<file path="src/rtl/mc_sequencer.sv">
// Multi-cycle control sequencer for the RV32I core sharing one instruction/data memory.
// Walks FETCH/DECODE/EXEC/MEM/WB, drives every datapath enable/select and counts retirements.
module mc_sequencer #(
  parameter int MEM_TIMEOUT = 255,
  parameter int CNT_W       = 32
) (
  input  logic             clk,
  input  logic             rst_n,
  input  logic [31:0]      instruction,
  input  logic             BrEq,
  input  logic             BrLt,
  input  logic             mem_ack,
  output logic             mem_req,
  output logic             mem_we,
  output logic             mem_addr_sel,
  output logic             IRWEn,
  output logic             ALUOutWEn,
  output logic             PCWEn,
  output logic             PCsel,
  output logic             RegWEn,
  output logic [2:0]       Immsel,
  output logic             Asel,
  output logic             Bsel,
  output logic             BrUn,
  output logic [3:0]       ALU_sel,
  output logic [1:0]       WBsel,
  output logic             retire,
  output logic [CNT_W-1:0] retire_count,
  output logic             trap,
  output logic [1:0]       trap_cause,
  output logic [2:0]       state
);

  typedef enum logic [2:0] {
    S_IDLE   = 3'd0,
    S_FETCH  = 3'd1,
    S_DECODE = 3'd2,
    S_EXEC   = 3'd3,
    S_MEM    = 3'd4,
    S_WB     = 3'd5,
    S_TRAP   = 3'd6
  } state_t;

  localparam logic [4:0] OP_R      = 5'b01100;
  localparam logic [4:0] OP_I      = 5'b00100;
  localparam logic [4:0] OP_LOAD   = 5'b00000;
  localparam logic [4:0] OP_STORE  = 5'b01000;
  localparam logic [4:0] OP_BRANCH = 5'b11000;
  localparam logic [4:0] OP_JAL    = 5'b11011;
  localparam logic [4:0] OP_JALR   = 5'b11001;
  localparam logic [4:0] OP_AUIPC  = 5'b00101;
  localparam logic [4:0] OP_LUI    = 5'b01101;
  localparam logic [15:0] TMO_LAST = 16'(MEM_TIMEOUT - 1);

  state_t           r_state;
  state_t           w_next;
  logic [15:0]      r_tmo_cnt;
  logic [CNT_W-1:0] r_retire_cnt;
  logic             r_trap;
  logic [1:0]       r_cause;
  logic [1:0]       w_set_cause;
  logic [4:0]       w_opc;
  logic             w_opc_ok;
  logic             w_legal;
  logic             w_is_load;
  logic             w_is_store;
  logic             w_is_branch;
  logic             w_is_jump;
  logic             w_taken;
  logic             w_tmo_last;
  logic [2:0]       w_imm_sel;
  logic             w_a_sel;
  logic             w_b_sel;
  logic [3:0]       w_alu_sel;
  logic             w_unused;

  function automatic logic [3:0] alu_decode(input logic [2:0] f3, input logic alt, input logic is_r);
    case (f3)
      3'b000:  alu_decode = (is_r && alt) ? 4'b0001 : 4'b0000;
      3'b001:  alu_decode = 4'b0010;
      3'b010:  alu_decode = 4'b0011;
      3'b011:  alu_decode = 4'b0100;
      3'b100:  alu_decode = 4'b0101;
      3'b101:  alu_decode = alt ? 4'b0111 : 4'b0110;
      3'b110:  alu_decode = 4'b1000;
      3'b111:  alu_decode = 4'b1001;
      default: alu_decode = 4'b0000;
    endcase
  endfunction

  function automatic logic branch_taken(input logic f14, input logic f12, input logic eq, input logic lt);
    case ({f14, f12})
      2'b00:   branch_taken = eq;
      2'b01:   branch_taken = !eq;
      2'b10:   branch_taken = lt;
      2'b11:   branch_taken = !lt;
      default: branch_taken = 1'b0;
    endcase
  endfunction

  assign w_opc       = instruction[6:2];
  assign w_legal     = w_opc_ok & (instruction[1:0] == 2'b11);
  assign w_is_load   = (w_opc == OP_LOAD);
  assign w_is_store  = (w_opc == OP_STORE);
  assign w_is_branch = (w_opc == OP_BRANCH);
  assign w_is_jump   = (w_opc == OP_JAL) || (w_opc == OP_JALR);
  assign w_taken     = branch_taken(instruction[14], instruction[12], BrEq, BrLt);
  assign w_tmo_last  = (r_tmo_cnt == TMO_LAST);
  assign w_unused    = ^{instruction[31], instruction[29:15], instruction[11:7]};

  assign state        = r_state;
  assign retire_count = r_retire_cnt;
  assign trap         = r_trap;
  assign trap_cause   = r_cause;

  // Opcode legality and the EXEC-phase datapath selects.
  always_comb begin
    w_opc_ok  = 1'b1;
    w_imm_sel = 3'b000;
    w_a_sel   = 1'b0;
    w_b_sel   = 1'b1;
    w_alu_sel = 4'b0000;
    case (w_opc)
      OP_R: begin
        w_b_sel   = 1'b0;
        w_alu_sel = alu_decode(instruction[14:12], instruction[30], 1'b1);
      end
      OP_I: begin
        w_imm_sel = 3'b001;
        w_alu_sel = alu_decode(instruction[14:12], instruction[30], 1'b0);
      end
      OP_LOAD:   w_imm_sel = 3'b001;
      OP_STORE:  w_imm_sel = 3'b010;
      OP_BRANCH: w_a_sel   = 1'b1;
      OP_JAL: begin
        w_imm_sel = 3'b100;
        w_a_sel   = 1'b1;
      end
      OP_JALR:   w_imm_sel = 3'b001;
      OP_AUIPC: begin
        w_imm_sel = 3'b011;
        w_a_sel   = 1'b1;
      end
      OP_LUI: begin
        w_imm_sel = 3'b011;
        w_alu_sel = 4'b1010;
      end
      default: begin
        w_opc_ok = 1'b0;
        w_b_sel  = 1'b0;
      end
    endcase
  end

  // Next-state and control-output decode.
  always_comb begin
    w_next       = r_state;
    w_set_cause  = 2'b00;
    mem_req      = 1'b0;
    mem_we       = 1'b0;
    mem_addr_sel = 1'b0;
    IRWEn        = 1'b0;
    ALUOutWEn    = 1'b0;
    PCWEn        = 1'b0;
    PCsel        = 1'b0;
    RegWEn       = 1'b0;
    Immsel       = 3'b000;
    Asel         = 1'b0;
    Bsel         = 1'b0;
    BrUn         = 1'b0;
    ALU_sel      = 4'b0000;
    WBsel        = 2'b00;
    retire       = 1'b0;
    case (r_state)
      S_IDLE: w_next = S_FETCH;
      S_FETCH: begin
        mem_req = 1'b1;
        if (mem_ack) begin
          IRWEn  = 1'b1;
          w_next = S_DECODE;
        end else if (w_tmo_last) begin
          w_next      = S_TRAP;
          w_set_cause = 2'b10;
        end else begin
          w_next = S_FETCH;
        end
      end
      S_DECODE: begin
        if (w_legal) begin
          w_next = S_EXEC;
        end else begin
          w_next      = S_TRAP;
          w_set_cause = 2'b01;
        end
      end
      S_EXEC: begin
        Immsel  = w_imm_sel;
        Asel    = w_a_sel;
        Bsel    = w_b_sel;
        ALU_sel = w_alu_sel;
        if (w_is_branch) begin
          BrUn   = instruction[13];
          PCWEn  = 1'b1;
          PCsel  = w_taken;
          retire = 1'b1;
          w_next = S_FETCH;
        end else if (w_is_load || w_is_store) begin
          ALUOutWEn = 1'b1;
          w_next    = S_MEM;
        end else begin
          ALUOutWEn = 1'b1;
          w_next    = S_WB;
        end
      end
      S_MEM: begin
        mem_req      = 1'b1;
        mem_addr_sel = 1'b1;
        mem_we       = w_is_store;
        if (mem_ack) begin
          if (w_is_store) begin
            PCWEn  = 1'b1;
            retire = 1'b1;
            w_next = S_FETCH;
          end else begin
            w_next = S_WB;
          end
        end else if (w_tmo_last) begin
          w_next      = S_TRAP;
          w_set_cause = 2'b10;
        end else begin
          w_next = S_MEM;
        end
      end
      S_WB: begin
        RegWEn = 1'b1;
        WBsel  = w_is_load ? 2'b00 : (w_is_jump ? 2'b10 : 2'b01);
        PCWEn  = 1'b1;
        PCsel  = w_is_jump;
        retire = 1'b1;
        w_next = S_FETCH;
      end
      S_TRAP:  w_next = S_TRAP;
      default: w_next = S_IDLE;
    endcase
  end

  // State, memory-wait counter, retire counter and sticky trap registers.
  always_ff @(posedge clk or negedge rst_n) begin
    if (!rst_n) begin
      r_state      <= S_IDLE;
      r_tmo_cnt    <= 16'd0;
      r_retire_cnt <= '0;
      r_trap       <= 1'b0;
      r_cause      <= 2'b00;
    end else begin
      r_state <= w_next;
      // Only a stall (staying in FETCH/MEM) advances the wait count; any entry clears it.
      if (((r_state == S_FETCH) || (r_state == S_MEM)) && (w_next == r_state)) begin
        r_tmo_cnt <= r_tmo_cnt + 16'd1;
      end else begin
        r_tmo_cnt <= 16'd0;
      end
      if (retire) begin
        r_retire_cnt <= r_retire_cnt + CNT_W'(1);
      end
      if ((w_set_cause != 2'b00) && !r_trap) begin
        r_trap  <= 1'b1;
        r_cause <= w_set_cause;
      end
    end
  end

endmodule

</file>
<file path="config.mk">
export PLATFORM = sky130hd
export DESIGN_NAME = mc_sequencer
export DESIGN_NICKNAME = d
export VERILOG_FILES = /design/src/rtl/mc_sequencer.sv
export SDC_FILE = /design/constraint.sdc
export NUM_CORES = 1
export LEC_CHECK = 0
export BUFFER_PORTS_ARGS = -buffer_cell sky130_fd_sc_hd__buf_2
export CORE_MARGIN = 2
export CORE_UTILIZATION = 48
export CTS_BUF_LIST = sky130_fd_sc_hd__clkbuf_4 sky130_fd_sc_hd__clkbuf_8
export DETAILED_ROUTE_END_ITERATION = 12
export PLACE_DENSITY_LB_ADDON = 0.08
export SLEW_MARGIN = 15
export SYNTH_ARGS = -nofsm -noshare
export SYNTH_HDL_FRONTEND = slang
export SYNTH_SLANG_ARGS = --single-unit
</file>
<file path="constraint.sdc">
create_clock -name clk -period 1.9 [get_ports clk]
set_clock_uncertainty 0.15 [all_clocks]
set_input_delay 0.285 -clock clk [delete_from_list [all_inputs] [get_ports clk]]
set_output_delay 0.285 -clock clk [all_outputs]
set_load 0.01 [all_outputs]
</file>
==> impl_metrics.json <==
{
  "seqCellArea_mm2": 0.00135,
  "grt_max_degree": 38,
  "power_frac_seq": 0.372,
  "ioPinCount": 96,
  "crit_type": "flip-flop to output pin",
  "synth_area_leaders": "dfrtp_1, xnor2_1, nor2_1",
  "power_density_mw_per_mm2": 842,
  "reg2reg_to": "retire_count[27]",
  "max_freq_mhz": 464,
  "numPortBuffers": 74,
  "fin_ws_ns": -0.257,
  "grt_pass1_wl_um": 11100,
  "synth_area_leader_cell": "dfrtp_1",
  "diodes": 0,
  "clkTransAtPathRegs_ns": 0.09,
  "die_height_um": 83.8,
  "r2r_slack_ns": -0.18,
  "syn_nets": 362,
  "dp_slack_ns": -0.0804,
  "max-slew-margin-rel": 0.657,
  "clk_path_buf_depth": 2,
  "syn_inst": 322,
  "rows": 29,
  "grt_pass1_vias": 2397,
  "start_kind": "flip-flop",
  "rsz0062_at_grt": "yes",
  "cp.arrival_ns": 1.72,
  "cts_tree": "done",
  "drtAntennaViolNets": 0,
  "worst_hold_slack_ns": 0.285,
  "cap_viol_max_count": 0,
  "clk_latency_ns": 0.30,
  "synth_top_area_frac": 0.443,
  "hold_class": "input pin to flip-flop",
  "critPathCapture": "ALU_sel[2]",
  "dieArea_mm2": 0.00701,
  "p_sw_w": 0.00124,
  "p_int_w": 0.00232,
  "syn_area_mm2": 0.00305,
  "core_mm2": 0.00624,
  "p_sw_frac": 0.348,
  "drt_wl_total_um": 6970,
  "synth_flop_cell": "dfrtp_1",
  "rr_worst_depth": 8,
  "dr_total_vias": 2772,
  "cts_sinks": 54,
  "drtIter0Drc": 101,
  "final-setup-viol-count": 46,
  "cp_max_fo": 4,
  "drcViolationCount": 0,
  "hpwl_um": 5010,
  "yosysWarningCount": 0,
  "vdd_drop_max_uv": 523,
  "synth.distinct_cells": 47,
  "cts_root_buf": "clkbuf_8",
  "worstReg2RegStart": "state[2]",
  "drv_slew": 0,
  "pwr-share-clk": 0.173,
  "syn_avg_cell_area_um2": 9.48,
  "async_flop_share": 1.00,
  "startpoint": "state[2]",
  "min_period_ns": 2.16,
  "drive_above_1_share": 0.388,
  "hold_violations": 0,
  "max_slew.worst_pin.slew_ns": 0.510,
  "status": "complete, but fails checks",
  "drt_pre_antenna_iters": 4,
  "leakagePower_nw": 2.00,
  "fillerInstances": 513,
  "grt_antenna_before_repair": 0,
  "violations": "setup timing",
  "yosysSeqAreaShare": 0.443,
  "gp_congestion": 0.832,
  "ys_ff_latch": 54,
  "area_growth_pct": 38.4,
  "worst_setup_path_end_kind": "output pin",
  "cts_buffers": 5,
  "start_util": 0.489,
  "finalCritPeriodShare": 1.14,
  "drt-vias-per-instance": 5.38,
  "overflow": 0,
  "p_comb_frac": 0.455,
  "synth_edf_count": 0,
  "crit_required_ns": 1.46,
  "chipWidth_um": 83.8,
  "p_total_w": 0.00356,
  "wl_per_cell_um": 13.5,
  "multiInputGateArea_mm2": 0.00179,
  "nNetsFinal": 478,
  "htreeDepth": 2,
  "grtUsageTotal": 0.189
}
-- critical path, stage by stage, from the launching register on --
cell and delay [ns]:
dfrtp_1 0.39, nand3b_4 0.16, or4b_4 0.57, nor3_4 0.17, buf_2 0.14
-- layer usage --
layer,vias to the layer above,wire length (µm),share of wire,track usage
met3,8,330,0.047,0.0386
met1,1333,3270,0.47,0.275
met5,-,0,0,0
met2,67,3310,0.48,0.292
met4,0,51,0.0073,0.0440
li1,1364,-,-,-
-- area by class of cell --
cell class	count	area share
flip-flops and latches	54	0.320
repair buffers	127	0.210
inverters	6	0.00533
multi-input cells	244	0.423
well taps	77	0.0228
clock inverters	2	0.00326
clock buffers	5	0.0163
-- registers in the layout, indices dropped and copies added, names as in the netlist --
register,flops
trap_cause,2
retire_count,32
trap,1
state,3
r_tmo_cnt,16
-- worst min path at each step --
stage | depth (start not counted) | end | startpoint
detailed placement | 1 | trap_cause[0] | rst_n
CTS | 4 | state[0] | instruction[1]
global route | 4 | state[0] | instruction[1]
finish | 4 | state[0] | instruction[1]
floorplan | 0 | r_tmo_cnt[0] | rst_n
global placement | 1 | trap | rst_n
-- power groups by stage --
stage | clock network (W) | logic (W) | registers (W)
CTS | 0.000646 | 0.00131 | 0.00133
global route | 0.000686 | 0.00176 | 0.00134
detailed placement | 0 | 0.00124 | 0.00135
finish | 0.000616 | 0.00162 | 0.00133
floorplan | 0 | 0.000681 | 0.00142
global placement | 0 | 0.00123 | 0.00134
-- cells by family after synthesis --
logic type | count (synthesis) | share of synthesized area
compound gates | 40 | 0.0873
xor+xnor | 44 | 0.126
fa+ha+maj | 3 | 0.0123
buf+inv | 24 | 0.0410
flops | 54 | 0.443
mux | 3 | 0.0107
simple gates | 154 | 0.280
-- cells in the mapped netlist (all sizes together), types with 3 or more instances --
cell / n
nand2: 21
nand3: 21
and3: 12
inv: 6
or3: 4
nor3: 13
and4: 3
o21ai: 12
buf: 7
and2: 3
xor2: 10
nand2b: 7
ha: 3
nor4: 7
clkbuf: 11
xnor2: 34
a21oi: 16
dfrtp: 54
nand4: 17
nor2b: 3
nand3b: 4
nor2: 33
-- cell usage in the layout, fill, tap and decap left out, drive strengths merged, types with 2 or more instances in the layout --
| cell type | instances |
|---|---|
| nor2b | 3 |
| nand2b | 7 |
| nor3 | 13 |
| nor4b | 2 |
| xnor2 | 34 |
| nand3 | 21 |
| inv | 7 |
| nand3b | 4 |
| nor4 | 7 |
| o21ai | 12 |
| clkbuf | 5 |
| or3 | 4 |
| dfrtp | 54 |
| and4 | 3 |
| nand4 | 17 |
| mux2 | 2 |
| nand2 | 21 |
| and3 | 12 |
| buf | 126 |
| xor2 | 10 |
| nor3b | 2 |
| a21oi | 16 |
| nor2 | 33 |
| ha | 3 |
| and2 | 3 |
-- metrics by stage --
stage | TNS [ns] | std cells | cell area [µm²] | util
global placement | -0.622 | 496 | 3820 | 0.613
global route | -8.71 | 515 | 4230 | 0.677
floorplan | -1.49 | 322 | 3100 | -
detailed placement | -0.985 | 496 | 3820 | 0.613
CTS | -2.12 | 506 | 3970 | 0.637
finish | -5.41 | 515 | 4230 | 0.677
-- repair_timing --
action	4_1_cts	5_1_grt
hold buffers	1	0
endpoints found under the hold margin	17	0
resized for setup	8	40
pin swaps	8	13
setup buffers	2	10
endpoints found under the setup margin	8	61
cloned	0	0
(Power assumes the default switching activity.)
